--- src/rtl/axi_pkg.sv ---
// axi_pkg
// Shared AXI definitions for the interconnect.
//   AXI_ID_BITS / AXI_IDS_BITS / AXI_DATA_BITS : default ID and data widths
//   resp_e       : RRESP encoding
//   rdata_beat_t : one R-channel beat as seen by a master
//   arb_state_e  : state of the R-channel round-robin arbiter
//   idx_bits()   : width of an index selecting one of n items (minimum 1)
package axi_pkg;

  localparam int AXI_ID_BITS   = 4;
  localparam int AXI_IDS_BITS  = 8;
  localparam int AXI_DATA_BITS = 32;

  typedef enum logic [1:0] {
    RESP_OKAY   = 2'b00,
    RESP_EXOKAY = 2'b01,
    RESP_SLVERR = 2'b10,
    RESP_DECERR = 2'b11
  } resp_e;

  typedef struct packed {
    logic [AXI_ID_BITS-1:0]   id;
    logic [AXI_DATA_BITS-1:0] data;
    resp_e                    resp;
    logic                     last;
  } rdata_beat_t;

  typedef enum logic {
    ARB_IDLE  = 1'b0,
    ARB_BURST = 1'b1
  } arb_state_e;

  function automatic int idx_bits(input int n);
    return (n > 1) ? $clog2(n) : 1;
  endfunction

endpackage

--- src/rtl/rr_arbiter.sv ---
// rr_arbiter
// Round-robin arbiter with burst locking.
//   clk, rst  : clock, synchronous active-high reset
//   req       : one request per port
//   lock      : the granted port completed a non-final beat; hold the grant
//   advance   : the granted port completed its final beat; release and rotate
//   gnt       : one-hot grant (all zero when idle with no requests)
//   gnt_idx   : binary index of the granted port
// In IDLE the grant is combinational from req so a beat can be taken in the
// grant cycle; in BURST the held index is granted regardless of req.
module rr_arbiter
  import axi_pkg::*;
#(
  parameter int N = 3,
  localparam int IW = idx_bits(N)
) (
  input  logic          clk,
  input  logic          rst,
  input  logic [N-1:0]  req,
  input  logic          lock,
  input  logic          advance,
  output logic [N-1:0]  gnt,
  output logic [IW-1:0] gnt_idx
);

  arb_state_e    state_q, state_d;
  logic [IW-1:0] rr_q, rr_d;
  logic [IW-1:0] hold_q, hold_d;
  logic [IW-1:0] pick_idx;
  logic [IW-1:0] cand_idx;
  logic [IW-1:0] next_idx;
  logic          pick_found;
  logic          active;
  int            cand;

  // Search for the first requester starting at the rr pointer, wrapping.
  always_comb begin
    pick_found = 1'b0;
    pick_idx   = '0;
    cand       = 0;
    cand_idx   = '0;
    for (int k = 0; k < N; k++) begin
      cand = int'(rr_q) + k;
      if (cand >= N) cand = cand - N;
      cand_idx = IW'(cand);
      if (!pick_found && req[cand_idx]) begin
        pick_found = 1'b1;
        pick_idx   = cand_idx;
      end
    end
  end

  always_comb begin
    active  = (state_q == ARB_BURST) || pick_found;
    gnt_idx = (state_q == ARB_BURST) ? hold_q : pick_idx;
    gnt     = '0;
    for (int i = 0; i < N; i++) begin
      gnt[i] = active && (gnt_idx == IW'(i));
    end
    next_idx = (gnt_idx == IW'(N - 1)) ? '0 : gnt_idx + 1'b1;
  end

  always_comb begin
    state_d = state_q;
    rr_d    = rr_q;
    hold_d  = hold_q;
    case (state_q)
      ARB_IDLE: begin
        if (advance) begin
          rr_d = next_idx;
        end else if (lock) begin
          state_d = ARB_BURST;
          hold_d  = gnt_idx;
        end
      end
      ARB_BURST: begin
        if (advance) begin
          state_d = ARB_IDLE;
          rr_d    = next_idx;
        end
      end
      default: state_d = ARB_IDLE;
    endcase
  end

  always_ff @(posedge clk) begin
    if (rst) begin
      state_q <= ARB_IDLE;
      rr_q    <= '0;
      hold_q  <= '0;
    end else begin
      state_q <= state_d;
      rr_q    <= rr_d;
      hold_q  <= hold_d;
    end
  end

endmodule

--- src/rtl/axi_rdata_xbar.sv ---
// axi_rdata_xbar
// AXI read-data channel crossbar: NS slaves (last = default slave) to NM
// masters. The destination master is the binary index in S_RID[IDS_W-1:ID_W].
//   clk, rst               : clock, synchronous active-high reset
//   S_RID/RData/RResp/RLast/RValid, S_RReady : slave-side R channels
//   M_RID/RData/RResp/RLast/RValid, M_RReady : master-side R channels
//   route_err              : one-cycle pulse per dropped beat whose destination
//                            index is not a valid master
// Slaves are arbitrated round-robin with the grant locked for a whole burst.
// Beats pass through a one-entry register slice, so outputs are registered.
module axi_rdata_xbar
  import axi_pkg::*;
#(
  parameter int NS     = 3,
  parameter int NM     = 2,
  parameter int ID_W   = AXI_ID_BITS,
  parameter int IDS_W  = AXI_IDS_BITS,
  parameter int DATA_W = AXI_DATA_BITS
) (
  input  logic                        clk,
  input  logic                        rst,
  input  logic [NS-1:0][IDS_W-1:0]    S_RID,
  input  logic [NS-1:0][DATA_W-1:0]   S_RData,
  input  logic [NS-1:0][1:0]          S_RResp,
  input  logic [NS-1:0]               S_RLast,
  input  logic [NS-1:0]               S_RValid,
  output logic [NS-1:0]               S_RReady,
  output logic [NM-1:0][ID_W-1:0]     M_RID,
  output logic [NM-1:0][DATA_W-1:0]   M_RData,
  output logic [NM-1:0][1:0]          M_RResp,
  output logic [NM-1:0]               M_RLast,
  output logic [NM-1:0]               M_RValid,
  input  logic [NM-1:0]               M_RReady,
  output logic                        route_err
);

  localparam int SW = idx_bits(NS);
  localparam int MW = idx_bits(NM);
  localparam int DW = IDS_W - ID_W;

  logic [NS-1:0]     gnt;
  logic [SW-1:0]     gnt_idx;

  logic [IDS_W-1:0]  sel_id;
  logic [DATA_W-1:0] sel_data;
  logic [1:0]        sel_resp;
  logic              sel_last;
  logic              sel_valid;
  logic [DW-1:0]     dest;
  logic              bad_dest;

  logic              slice_valid_q, slice_valid_d;
  logic [MW-1:0]     slice_dest_q,  slice_dest_d;
  logic [ID_W-1:0]   slice_id_q,    slice_id_d;
  logic [DATA_W-1:0] slice_data_q,  slice_data_d;
  logic [1:0]        slice_resp_q,  slice_resp_d;
  logic              slice_last_q,  slice_last_d;
  logic              route_err_q,   route_err_d;

  logic              m_ready_sel;
  logic              slice_free;
  logic              s_hs;
  logic              load;

  rr_arbiter #(.N(NS)) u_arb (
    .clk     (clk),
    .rst     (rst),
    .req     (S_RValid),
    .lock    (s_hs & ~sel_last),
    .advance (s_hs & sel_last),
    .gnt     (gnt),
    .gnt_idx (gnt_idx)
  );

  // Mux the granted slave's beat; destination is taken fresh from every beat.
  always_comb begin
    sel_id   = '0;
    sel_data = '0;
    sel_resp = '0;
    sel_last = 1'b0;
    for (int s = 0; s < NS; s++) begin
      if (gnt_idx == SW'(s)) begin
        sel_id   = S_RID[s];
        sel_data = S_RData[s];
        sel_resp = S_RResp[s];
        sel_last = S_RLast[s];
      end
    end
    sel_valid = |(gnt & S_RValid);
    dest      = sel_id[IDS_W-1:ID_W];
    bad_dest  = (int'(dest) >= NM);
  end

  // The slice can take a beat when empty or when its current beat leaves this
  // cycle; that depends only on slice state and M_RReady, never on M_RValid.
  always_comb begin
    m_ready_sel = 1'b0;
    for (int m = 0; m < NM; m++) begin
      if (slice_dest_q == MW'(m)) m_ready_sel = M_RReady[m];
    end
    slice_free = ~slice_valid_q | m_ready_sel;
    for (int s = 0; s < NS; s++) begin
      S_RReady[s] = ~rst & gnt[s] & slice_free;
    end
    s_hs = ~rst & sel_valid & slice_free;
    load = s_hs & ~bad_dest;
  end

  // Misrouted beats are still consumed (so the burst drains) but never loaded.
  always_comb begin
    slice_valid_d = slice_valid_q;
    slice_dest_d  = slice_dest_q;
    slice_id_d    = slice_id_q;
    slice_data_d  = slice_data_q;
    slice_resp_d  = slice_resp_q;
    slice_last_d  = slice_last_q;
    route_err_d   = s_hs & bad_dest;
    if (load) begin
      slice_valid_d = 1'b1;
      slice_dest_d  = dest[MW-1:0];
      slice_id_d    = sel_id[ID_W-1:0];
      slice_data_d  = sel_data;
      slice_resp_d  = sel_resp;
      slice_last_d  = sel_last;
    end else if (slice_valid_q && m_ready_sel) begin
      slice_valid_d = 1'b0;
    end
  end

  always_ff @(posedge clk) begin
    if (rst) begin
      slice_valid_q <= 1'b0;
      slice_dest_q  <= '0;
      slice_id_q    <= '0;
      slice_data_q  <= '0;
      slice_resp_q  <= '0;
      slice_last_q  <= 1'b0;
      route_err_q   <= 1'b0;
    end else begin
      slice_valid_q <= slice_valid_d;
      slice_dest_q  <= slice_dest_d;
      slice_id_q    <= slice_id_d;
      slice_data_q  <= slice_data_d;
      slice_resp_q  <= slice_resp_d;
      slice_last_q  <= slice_last_d;
      route_err_q   <= route_err_d;
    end
  end

  // Payload is broadcast; only the addressed master sees RVALID.
  always_comb begin
    for (int m = 0; m < NM; m++) begin
      M_RValid[m] = slice_valid_q && (slice_dest_q == MW'(m));
      M_RID[m]    = slice_id_q;
      M_RData[m]  = slice_data_q;
      M_RResp[m]  = slice_resp_q;
      M_RLast[m]  = slice_last_q;
    end
    route_err = route_err_q;
  end

endmodule

--- config.mk ---
export PLATFORM = sky130hd
export DESIGN_NAME = axi_rdata_xbar
export DESIGN_NICKNAME = d
export VERILOG_FILES = /design/src/rtl/axi_pkg.sv /design/src/rtl/rr_arbiter.sv /design/src/rtl/axi_rdata_xbar.sv
export SDC_FILE = /design/constraint.sdc
export NUM_CORES = 1
export LEC_CHECK = 0
export CAP_MARGIN = 30
export CELL_PAD_IN_SITES_DETAIL_PLACEMENT = 0
export CELL_PAD_IN_SITES_GLOBAL_PLACEMENT = 2
export CORE_MARGIN = 3
export CORE_UTILIZATION = 18
export CTS_CLUSTER_DIAMETER = 200
export CTS_CLUSTER_SIZE = 16
export DETAILED_ROUTE_END_ITERATION = 16
export PLACE_DENSITY = 0.8
export SLEW_MARGIN = 30
export SYNTH_ARGS = -nofsm -noshare
export SYNTH_HDL_FRONTEND = slang
export SYNTH_SLANG_ARGS = --single-unit
--- constraint.sdc ---
create_clock -name clk -period 3.1 [get_ports clk]
set_clock_uncertainty 0.1 [all_clocks]
set_input_delay 0.465 -clock clk [delete_from_list [all_inputs] [get_ports clk]]
set_output_delay 0.465 -clock clk [all_outputs]
set_load 0.02 [all_outputs]
# --- Word level (Yosys, flattened, before mapping) ---
# Index checks and enable logic that the tools add are counted.
# W data, S select, Z words.
word_totals:
  output_inout_bits: 84
  word_cells: 98
  regBits: 47
  inputBits: 136
op_classes:
  eq_ne: 2
  reduce_logical: 15
  add_sub_neg: 6
  mux: 37
  magnitude_cmp: 7
  bitwise_logic: 21
ops:
  columns: ["operator", "n"]
  rows:
  - ["$mux W32", 3]
  - ["$mux W2", 12]
  - ["$mux W8", 3]
  - ["$mux W1", 15]
  - ["$and A1 B1 Y1", 12]
  - ["$lt A2 B3 Y1 const B", 3]
  - ["$logic_and A1 B1 Y1", 8]
  - ["$not A1 Y1", 7]
  - ["$bmux W1 S2", 3]
  - ["$ge A3 B2 Y1 const B", 2]
  - ["$ge A4 B2 Y1 const B", 1]
  - ["$sub A2 B1 Y2 const B", 2]
  - ["$add A2 B1 Y3 const B", 1]
  - ["$add A2 B2 Y3 const B", 1]
  - ["$and A3 B3 Y3", 1]
  - ["$reduce_and A3 Y1", 1]
  - ["$reduce_or A3 Y1", 1]
  - ["$add A2 B1 Y2 const B", 1]
  - ["$eq A2 B1 Y1 const B", 1]
  - ["$eq A2 B2 Y1 const B", 1]
  - ["$ge A2 B2 Y1 const B", 1]
  - ["$logic_not A1 Y1", 2]
  - ["$logic_not A2 Y1", 1]
  - ["$pmux W1 S2", 1]
  - ["other kinds (4)", 4]

# --- Longest topological paths before layout ---
logic_depth:
  depth_word: 22
  depth_mapped: 15
  ltp_nobuf: 10

# --- Hierarchy ---
# From an unflattened synthesis, not the netlist that was laid out.
hier_totals:
  hier_cells: 397
  hier_area_um2: 3454.6
by_module_without_submodules:
  columns: ["mod", "instances", "cells_per_inst", "area_per_inst_um2", "seq_area_each_um2"]
  rows:
  - ["axi_rdata_xbar", 1, 339, 2980.4, 840.8]
  - ["rr_arbiter", 1, 58, 474.2, 100.1]

# --- Worst setup path before layout ---
# No wires, ideal clock.
synth_path:
  path_type: "register to register"
  start: "register u_arb.rr_q[0]"
  end: "register slice_valid_q"
  setup_slack_ns: -0.015
  t_required_ns: 2.885
  setup_ns: 0.115
  stages_incl_launch_ff: 16
  arrival_time_ns: 2.901
  synth_period_minus_slack_ns: 3.115
  n_path_buf: 5
  cell_sequence: "dfxtp_1 inv_1 ha_1 buf_4 nand2b_1 a21boi_1 o21ai_1 a221o_1 buf_2 mux2_4 a32o_1 buf_2 and2_4 buf_6 buf_6 o21a_1"
synth_between:
  elab_chain_len: 20
  elab_cells_between_ends: 47
  classes_between: "add/sub: 5; order compare: 4; eq/ne: 2; mux: 20; bitwise: 5; reduce/logical: 11"
synth_rtl:
  columns: ["item", "line", "rtl"]
  rows:
  - ["start: declaration", "rr_arbiter.sv:27", "logic [IW-1:0] rr_q, rr_d;"]
  - ["start signal: assignment", "rr_arbiter.sv:93", "rr_q <= rr_d;"]
  - ["branches (longest 18 deep; another with $add A2 B1 Y3)", null, null]
  - ["$and A1 B1 Y1 *", "axi_rdata_xbar.sv:106", "load = s_hs & ~bad_dest;"]
  - ["$mux W1 or $reduce_bool A2 Y1 (tied branches)", null, null]
  - ["end signal: assignment", "axi_rdata_xbar.sv:140", "slice_valid_q <= slice_valid_d;"]
  - ["end: declaration", "axi_rdata_xbar.sv:52", "logic slice_valid_q, slice_valid_d;"]
# Mark *: on every way between the ends. The select of a mux whose other input is x is not followed.
# A chain may end at the register's enable or synchronous reset.

# --- Worst setup path after layout ---
layout_path:
  start: "register u_arb.rr_q[0]"
  end: "output port S_RReady[1]"
layout_between:
  elab_chain_len: 16
  elab_cells_between_ends: 33
  classes_between: "add/sub: 5; order compare: 3; eq/ne: 1; mux: 16; bitwise: 2; reduce/logical: 6"
layout_rtl:
  columns: ["item", "line", "rtl"]
  rows:
  - ["branches (longest 13 deep; another with $add A2 B1 Y3)", null, null]
  - ["$logic_and A1 B1 Y1 *", "rr_arbiter.sv:58", "gnt[i] = active && (gnt_idx == IW'(i));"]
  - ["$and A1 B1 Y1 * (2 in series)", "axi_rdata_xbar.sv:103", "S_RReady[s] = ~rst & gnt[s] & slice_free;"]
  - ["end: declaration", "axi_rdata_xbar.sv:27", "output logic [NS-1:0] S_RReady,"]
# Marked as above.

==> results.txt <==
outcome - complete, no violations
XOR/XNOR Fraction of Synth Area - 0%
fin. max-slew vios - 0
GRT Residual Overflow - 0
initial core utilization - 18.7%
final-report hold violation count - 0
worst-case clock buffer depth - 2
Die Area - 20800 µm²
first-pass GRT wire length - 19400 µm
DR iter-0 viols - 124
layout overhead on the synthesized area - 79.4%
drt total wl - 13100 µm
Root Buffer - clkbuf_16
Ports - 220
Post-Synth Simple-Gate Area - 4.94%
overall die width - 144 µm
part of the power in registers - 17.7%
Int Power - 0.00296 W
mux cell area share after synthesis - 16.4%
vias in the first global route - 3856
hold crit path type - reg -> reg
# setup viols final - 0
row cnt - 49
area share of the largest cell type after synthesis - 27.3%
Detailed Place HPWL - 10000 µm
Peak VDD IR - 0.000353 V
Max-Slew Margin vs Limit - 53.1%
vias per cell - 4.59
Clock Power Share - 11.9%
post-synthesis adder-cell area fraction - 1.45%
P_sw - 0.00234 W
post-synth cell types - 43
DR WL/cell - 16.8 µm
clock transition at the registers of the reported paths - 60 ps
core area - 18400 µm²
critical path peak fanout - 5
MaxCap Viol Count - 0
slew at the pin closest to its max-slew limit - 703 ps
Synth Area in Compound Gates - 35.3%
PwrDens - 857 nW/µm²
post-synthesis sequential area ratio - 27.3%
Synth top cells by count - 47 x dfxtp_1, 42 x a21oi_1, 41 x buf_4
leakage - 2.17 nW
Comb pwr share - 70.4%
CP Capture Type - output pin
Final WS setup - 74.6 ps
Mapped Nets - 502
CTS Hold Buffers Added - 0
pin count of the biggest net entering global routing - 44
Crit Path Class - reg -> out
cells after synthesis - 362
Setup WS pre-CTS - -356 ps
Period Utilization, post-route - 97.6%
CP required - 2530 ps
GR Util All Layers - 11.6%
top-count cell post-synth - dfxtp_1
fin nets - 692
synth warn - 0
combinational family with the most area after synthesis - compound AO/OA/AOI/OAI gates
crit start category - flop
Sink Count - 47
initial antenna violation count - 0
H-Tree Depth - 2
Yosys top cell by area - dfxtp_1
number of port buffers - 219
synthesized area - 3450 µm²
Avg Inst Size Synth - 9.52 µm²
number of synthesized flops with an enable pin - 0
DRC Markers - 0
setup_tns - 0 ps
Period minus WS final - 3030 ps
Seq cells post-synth - 47
worst-skew pair later-pin latency - 280 ps
via count - 3590
Post-synth ARST share - 0%
Sw Ratio - 44.1%
share of cells above drive strength 1 - 28.4%
RePlAce Congestion - 0.834
Worst EP arrival - 2460 ps
max frequency - 331 MHz
Die Ht - 144 µm
Num CTS Buffers - 5
Initial DRT Pass Iterations - 4
synth top area cells - dfxtp_1 27%, a211oi_2 14%, mux2_2 13%, buf_4 8.9%, a22oi_1 8.5%
TritonCTS clock tree - done
post-route ant nets - 0
n_diodes - 0
Most used DFF post-synth - dfxtp_1
[cells in the final DEF, fill, tap and decap left out, types with 2 or more instances in the layout]
| cell type | count |
|---|---|
| nand2_1 | 5 |
| a2bb2oi_1 | 2 |
| buf_12 | 5 |
| clkbuf_16 | 7 |
| a22oi_1 | 39 |
| a211o_1 | 2 |
| a211oi_2 | 40 |
| clkdlybuf4s50_1 | 212 |
| a21oi_1 | 40 |
| nand3b_1 | 3 |
| dfxtp_4 | 2 |
| mux2_2 | 40 |
| o21ai_2 | 2 |
| buf_4 | 31 |
| a32oi_1 | 3 |
| dfxtp_1 | 45 |
| nor3_1 | 3 |
| and2_1 | 2 |
| dlymetal6s2s_1 | 3 |
| nor2_1 | 7 |
| dlygate4sd2_1 | 3 |
| mux2i_4 | 3 |
| ha_4 | 4 |
| a21oi_2 | 2 |
| nand2b_1 | 3 |
| o22ai_2 | 2 |
| o41ai_1 | 3 |
| buf_6 | 2 |
| inv_4 | 2 |
| mux2i_1 | 6 |
| nor2b_1 | 5 |
[power groups by stage]
stage                     Clock (W)  Sequential [W]  Combinational [W]
after floorplan                   0         0.00106            0.00216
after global placement            0        0.000942            0.00359
after CTS                  0.000653        0.000938            0.00364
after detailed placement          0        0.000945            0.00361
final                      0.000629        0.000940            0.00373
after global routing       0.000672        0.000966            0.00401
[final cells by class]
cell class	count	area, µm²
inverter	4	20.0
fill	1891	12200
clock buffer	6	139
tap	229	287
clock inverter	2	35.0
multi-input combinational	235	2160
timing repair buffer	259	2600
sequential	47	948
[worst max-delay path, cell delays in order (launching register included)]
cell and delay (ps):
dfxtp_4 360, buf_6 120, ha_4 150, mux2i_4 270
o221a_4 210, o21ai_2 60, a221o_2 450, nor3_1 200
dlygate4sd2_1 360
[state kept, by name, indices dropped and copies added (netlist names), named ones only]
name	count
slice_data_q	32
slice_id_q	4
slice_resp_q	2
u_arb.hold_q	2
u_arb.rr_q	2
route_err	1
slice_dest_q	1
slice_last_q	1
slice_valid_q	1
[path summary, 6_finish.rpt]
path	from	endpoint	slack, ps	cells after the start
min reg2reg	u_arb.hold_q[0]$_SDFFE_PP0P_	u_arb.hold_q[0]$_SDFFE_PP0P_	370	2
max	u_arb.rr_q[0]$_SDFFE_PP0P_	S_RReady[1]	70	8
min	u_arb.hold_q[0]$_SDFFE_PP0P_	u_arb.hold_q[0]$_SDFFE_PP0P_	370	2
max reg2reg	u_arb.rr_q[0]$_SDFFE_PP0P_	slice_data_q[22]$_SDFFE_PP0P_	130	11
[metrics by stage]
step                      util [%]  total power (W)  hold slack (ps)  cells  cell area, µm²
after global routing          33.6          0.00565              426    782            6180
after detailed placement      31.3          0.00456              362    768            5760
final                         33.6          0.00530              365    782            6180
after CTS                     32.4          0.00523              372    776            5950
after floorplan                  -          0.00323              335    362            3450
after global placement        31.3          0.00453              352    768            5760
[repair_timing]
item	in CTS	in global routing
setup buffers	0	5
pin swaps	0	8
setup endpoints to repair	44	49
resized for setup	8	34
gates cloned	0	2
[layer usage]
metal	wire [µm]	GRT usage, %
met4	226	3.14
met3	672	2.12
met2	7050	21.8
met5	0	0
met1	5190	13.2
[cells by family (layout without fill, tap and decap cells)]
| group | Yosys count | after routing |
|---|---|---|
| AO/OA/AOI/OAI | 148 | 148 |
| adder cells (fa/ha/maj) | 4 | 4 |
| flip-flops | 47 | 47 |
| multiplexers | 51 | 51 |
| buffers and inverters | 80 | 271 |
| AND/OR/NAND/NOR | 32 | 32 |
Power figures use the tool's default switching activity.
